--- src/rtl/lsu_pkg.sv ---
// lsu_pkg: shared types and codes for the load/store unit.
// FSM states, read-type codes, store masks and result error codes.
package lsu_pkg;

  typedef enum logic [1:0] {
    S_IDLE,
    S_REQ,
    S_RESP,
    S_DONE
  } state_t;

  localparam logic [2:0] RT_LB  = 3'd0;
  localparam logic [2:0] RT_LH  = 3'd1;
  localparam logic [2:0] RT_LW  = 3'd2;
  localparam logic [2:0] RT_LBU = 3'd3;
  localparam logic [2:0] RT_LHU = 3'd4;

  localparam logic [7:0] WM_BYTE = 8'h01;
  localparam logic [7:0] WM_HALF = 8'h03;
  localparam logic [7:0] WM_WORD = 8'h0F;

  localparam logic [2:0] ERR_NONE    = 3'd0;
  localparam logic [2:0] ERR_LD_MIS  = 3'd1;
  localparam logic [2:0] ERR_ST_MIS  = 3'd2;
  localparam logic [2:0] ERR_BUS     = 3'd3;
  localparam logic [2:0] ERR_ILLEGAL = 3'd4;

endpackage

--- src/rtl/lsu_rdata_align.sv ---
// lsu_rdata_align: shifts the bus read word down by the byte offset
// and sign/zero-extends it per read type (word, offset, rtype -> data).
module lsu_rdata_align (
  input  logic [31:0] word,
  input  logic [1:0]  offset,
  input  logic [2:0]  rtype,
  output logic [31:0] data
);
  import lsu_pkg::*;

  logic [31:0] shifted;

  always_comb begin
    shifted = word >> {offset, 3'b000};
    data    = '0;
    case (rtype)
      RT_LB:   data = {{24{shifted[7]}}, shifted[7:0]};
      RT_LH:   data = {{16{shifted[15]}}, shifted[15:0]};
      RT_LW:   data = shifted;
      RT_LBU:  data = {24'd0, shifted[7:0]};
      RT_LHU:  data = {16'd0, shifted[15:0]};
      default: data = '0;
    endcase
  end

endmodule

--- src/rtl/lsu_ctrl.sv ---
// lsu_ctrl: accepts one load/store, checks it, runs one bus req/resp
// and returns extended data or an error code on the out_* handshake.
module lsu_ctrl #(
  parameter int ADDR_W = 32,
  parameter int DATA_W = 32
) (
  input  logic              clk,
  input  logic              rst,
  input  logic              in_valid,
  output logic              in_ready,
  input  logic              in_wen,
  input  logic [7:0]        in_wmask,
  input  logic [2:0]        in_rtype,
  input  logic [ADDR_W-1:0] in_addr,
  input  logic [DATA_W-1:0] in_wdata,
  output logic              bus_req_valid,
  input  logic              bus_req_ready,
  output logic [ADDR_W-1:0] bus_req_addr,
  output logic              bus_req_wen,
  output logic [3:0]        bus_req_wstrb,
  output logic [DATA_W-1:0] bus_req_wdata,
  input  logic              bus_resp_valid,
  output logic              bus_resp_ready,
  input  logic [DATA_W-1:0] bus_resp_rdata,
  input  logic              bus_resp_err,
  output logic              out_valid,
  input  logic              out_ready,
  output logic [DATA_W-1:0] out_rdata,
  output logic [2:0]        out_err
);
  import lsu_pkg::*;

  state_t state, state_nxt;

  logic              wen_q;
  logic [3:0]        wmask_q;
  logic [2:0]        rtype_q;
  logic [ADDR_W-1:0] addr_q;
  logic [DATA_W-1:0] wdata_q;
  logic [DATA_W-1:0] rdata_q;
  logic [2:0]        err_q;
  logic [2:0]        dec_err;
  logic [DATA_W-1:0] ld_data;
  logic              accept;
  logic              resp_hs;

  assign accept  = in_valid & in_ready;
  assign resp_hs = (state == S_RESP) & bus_resp_valid;

  // Decode straight from the inputs so the error is known at acceptance.
  always_comb begin
    dec_err = ERR_NONE;
    if (in_wen) begin
      case (in_wmask)
        WM_BYTE: dec_err = ERR_NONE;
        WM_HALF: if (in_addr[0]) dec_err = ERR_ST_MIS;
        WM_WORD: if (in_addr[1:0] != 2'b00) dec_err = ERR_ST_MIS;
        default: dec_err = ERR_ILLEGAL;
      endcase
    end else begin
      case (in_rtype)
        RT_LB, RT_LBU: dec_err = ERR_NONE;
        RT_LH, RT_LHU: if (in_addr[0]) dec_err = ERR_LD_MIS;
        RT_LW: if (in_addr[1:0] != 2'b00) dec_err = ERR_LD_MIS;
        default: dec_err = ERR_ILLEGAL;
      endcase
    end
  end

  lsu_rdata_align u_align (
    .word   (bus_resp_rdata),
    .offset (addr_q[1:0]),
    .rtype  (rtype_q),
    .data   (ld_data)
  );

  always_ff @(posedge clk or posedge rst) begin
    if (rst) state <= S_IDLE;
    else     state <= state_nxt;
  end

  always_comb begin
    state_nxt      = state;
    in_ready       = 1'b0;
    bus_req_valid  = 1'b0;
    bus_resp_ready = 1'b0;
    out_valid      = 1'b0;
    unique case (state)
      S_IDLE: begin
        in_ready = 1'b1;
        if (in_valid)
          state_nxt = (dec_err != ERR_NONE) ? S_DONE : S_REQ;
      end
      S_REQ: begin
        bus_req_valid = 1'b1;
        if (bus_req_ready) state_nxt = S_RESP;
      end
      S_RESP: begin
        bus_resp_ready = 1'b1;
        if (bus_resp_valid) state_nxt = S_DONE;
      end
      S_DONE: begin
        out_valid = 1'b1;
        if (out_ready) state_nxt = S_IDLE;
      end
      default: state_nxt = S_IDLE;
    endcase
  end

  always_ff @(posedge clk or posedge rst) begin
    if (rst) begin
      wen_q   <= 1'b0;
      wmask_q <= '0;
      rtype_q <= '0;
      addr_q  <= '0;
      wdata_q <= '0;
      rdata_q <= '0;
      err_q   <= ERR_NONE;
    end else begin
      if (accept) begin
        wen_q   <= in_wen;
        wmask_q <= in_wmask[3:0];
        rtype_q <= in_rtype;
        addr_q  <= in_addr;
        wdata_q <= in_wdata;
        rdata_q <= '0;
        err_q   <= dec_err;
      end
      if (resp_hs) begin
        err_q   <= bus_resp_err ? ERR_BUS : ERR_NONE;
        rdata_q <= (bus_resp_err | wen_q) ? '0 : ld_data;
      end
    end
  end

  assign bus_req_addr  = {addr_q[ADDR_W-1:2], 2'b00};
  assign bus_req_wen   = wen_q;
  assign bus_req_wstrb = wen_q ? (wmask_q << addr_q[1:0]) : 4'b0000;
  assign bus_req_wdata = wdata_q << {addr_q[1:0], 3'b000};
  assign out_rdata     = rdata_q;
  assign out_err       = err_q;

endmodule

--- config.mk ---
export PLATFORM = sky130hd
export DESIGN_NAME = lsu_ctrl
export DESIGN_NICKNAME = d
export VERILOG_FILES = /design/src/rtl/lsu_pkg.sv /design/src/rtl/lsu_rdata_align.sv /design/src/rtl/lsu_ctrl.sv
export SDC_FILE = /design/constraint.sdc
export NUM_CORES = 1
export LEC_CHECK = 0
export CAP_MARGIN = 25
export CORE_ASPECT_RATIO = 0.9
export CORE_MARGIN = 5
export CORE_UTILIZATION = 25
export DETAILED_ROUTE_END_ITERATION = 10
export DONT_BUFFER_PORTS = 1
export RECOVER_POWER = 25
export SLEW_MARGIN = 20
export SYNTH_ARGS = -nofsm -noshare
export SYNTH_HDL_FRONTEND = slang
export SYNTH_HIERARCHICAL = 1
export SYNTH_SLANG_ARGS = --single-unit
--- constraint.sdc ---
create_clock -name clk -period 4.97 [get_ports clk]
set_clock_uncertainty 0.15 [all_clocks]
set_input_delay 0.7455 -clock clk [delete_from_list [all_inputs] [get_ports clk]]
set_output_delay 0.7455 -clock clk [all_outputs]
set_load 0.05 [all_outputs]
==> flow_summary.json <==
{
  "worstSkewPairLatency_ns": 0.35,
  "grt_max_degree": 67,
  "drc": 0,
  "clk_pin_slew_ns": 0.08,
  "place_inst": 766,
  "fin_setup_tns_ns": 0,
  "cts_buffers": 9,
  "post_cts_buffers": 0,
  "yosys.area.top_type": "dfrtp_1",
  "min_path_type": "reg2reg",
  "syn_inst": 517,
  "synth_cell_type_count": 58,
  "hold_buffers": 0,
  "rsz0062_at_grt": "no",
  "setup_viol": 0,
  "grt_antenna_before_repair": 1,
  "vias": 3788,
  "worstPathRequired_ns": 4.07,
  "fmax_mhz": 274.1,
  "crit_chain": "nor2b_1 -> nand2_1 -> o21ai_0 -> and2_1",
  "cts_root_buffer": "clkbuf_16",
  "hp-start": "wdata_q[31]",
  "fin_cells": 782,
  "synth-edff-count": 0,
  "synth_ff_type": "dfrtp_1",
  "yosysMostFrequentCell": "dfrtp_1",
  "fp.dieW_um": 175.7,
  "fill_cells": 2517,
  "r2r-start": "state[0]",
  "cts_tree": "done",
  "critPathMaxFanout": 40,
  "synth_common_cells": "109 x dfrtp_1, 48 x mux2_4, 37 x mux2i_1",
  "status": "complete, but fails checks",
  "boundaryPins": 223,
  "critPathLaunch": "addr_q[0]",
  "grt_remaining_overflow": 0,
  "diodes": 0,
  "postCtsResizedCells": 0,
  "slowest_delay_ns": 0.88,
  "num_rows": 54,
  "hpwl_mm": 12.45,
  "hold_ws_ns": 0.3520,
  "drt-initial-drc-count": 139,
  "cts_sinks": 109,
  "worst_slew_pin_slew_ns": 3.007,
  "ys_warn_count": 6,
  "clock_path_buffers": 2,
  "htree_levels": 3,
  "synthTopCellsByArea": "dfrtp_1 44%, mux2_4 12%, mux2i_1 6.0%",
  "port_buffers": 0,
  "maxSlewHeadroom_pct": -101.5,
  "ys_seq_elements": 109,
  "die_y_um": 159.2,
  "failed_checks": "max-capacitance violations, max-slew violations",
  "cp-end-kind": "output pin",
  "grt_pass1_wl_mm": 24.85,
  "routed_via_density": 4.844,
  "syn_area_um2": 6180,
  "arrival_ns": 2.75,
  "grt_pass1_vias": 3886,
  "drt-wirelength-per-cell_um": 21.25,
  "final-seq-area_um2": 2730,
  "first_pass_iters": 5,
  "gp_congestion": 0.8061,
  "cap_violations": 1,
  "synth_top_area_share_pct": 44.14,
  "multi_input_area_um2": 2907,
  "routed_wl_mm": 16.62,
  "slowest_stage": "dfrtp_2",
  "core_area_um2": 24320,
  "layout.nets": 588,
  "drt.antenna.violating_nets": 0,
  "start_kind": "flip-flop",
  "syn_area_per_cell_um2": 11.95,
  "start_util_pct": 25.41,
  "die-area_um2": 27970,
  "ys_seq_area_share_pct": 44.14,
  "fin_crit_ns": 3.648,
  "drive_gt1_share_pct": 24.05,
  "r2r_slack_ns": 1.87,
  "drv_slew": 67,
  "groute.usage.overall_pct": 11.44,
  "synthArstFlopShare_pct": 100.0,
  "area_growth_pct": 3.260,
  "crit_type": "reg2out",
  "hold_viol_final": 0,
  "fin_crit_sh_pct": 73.40
}
metrics by stage:
stage	utilization [%]	setup WS (ns)	area [um^2]
2_1_floorplan	-	1.201	6183
3_3_place_gp	25.05	1.727	6092
3_5_place_dp	25.05	1.720	6092
4_1_cts	26.24	1.306	6382
5_1_grt	26.23	1.128	6381
6_report	26.23	1.322	6381
layout by cell type (no fill, tap or decap), types with 9 or more instances in the layout:
master     synthesis  routed
nand2_1           16      16
a22o_1            32      32
o21ai_0           27      19
a211oi_1          23      23
nor2_1            23      23
mux2i_1           37      37
clkbuf_16          0       9
mux2_4            48      48
and2_1             9       9
dfrtp_1          109     107
mux2_2            26      26
nor2b_1           17      17
a21oi_1           15      15
critical path, delay by kind of cell (launching register included):
| family | cells | cell delay, ns |
|---|---|---|
| AND/OR/NAND/NOR | 3 | 1.40 |
| flip-flops | 1 | 0.88 |
| AO/OA/AOI/OAI | 1 | 0.10 |
flip-flops by register name, indices dropped and copies added (netlist names):
signal       flops
addr_q          32
state            2
out_rdata       32
bus_req_wen      1
rtype_q          3
out_err          3
wmask_q          4
wdata_q         32
area by class of cell:
cell class	count	area share (%)
flip-flops and latches	109	42.78
well taps	308	6.039
repair buffers	6	0.7059
inverters	6	0.3725
multi-input cells	337	45.55
clock buffers	9	3.529
clock inverters	7	1.020
cell families after synthesis:
family,synth area share [%]
and+or+nand+nor,8.281
DFF,44.14
xor gates and xnor gates,0.5670
other,0.06068
buffers and inverters,8.969
muxes,22.39
AOI/OAI and AO/OA,14.78
adders and majority gates,0.8099
per-layer routing:
layer  global-route usage (%)  wire length (um)
met2                    17.97              7740
met3                    4.060              1352
met5                        0                 0
met4                    4.146               416
met1                    14.53              7108
path summary, 6_finish.rpt:
path / endpoint / cells after the start
max: bus_req_wstrb[2] / 4
min: wdata_q[31] / 1
max reg2reg: wdata_q[29] / 5
min reg2reg: wdata_q[31] / 1
max in group asynchronous: addr_q[15] / 2
min in group asynchronous: addr_q[21] / 1
Power is left out: the tool's default activity adds up to more than one toggle a clock period on the data nets, which glitch-free logic cannot reach.
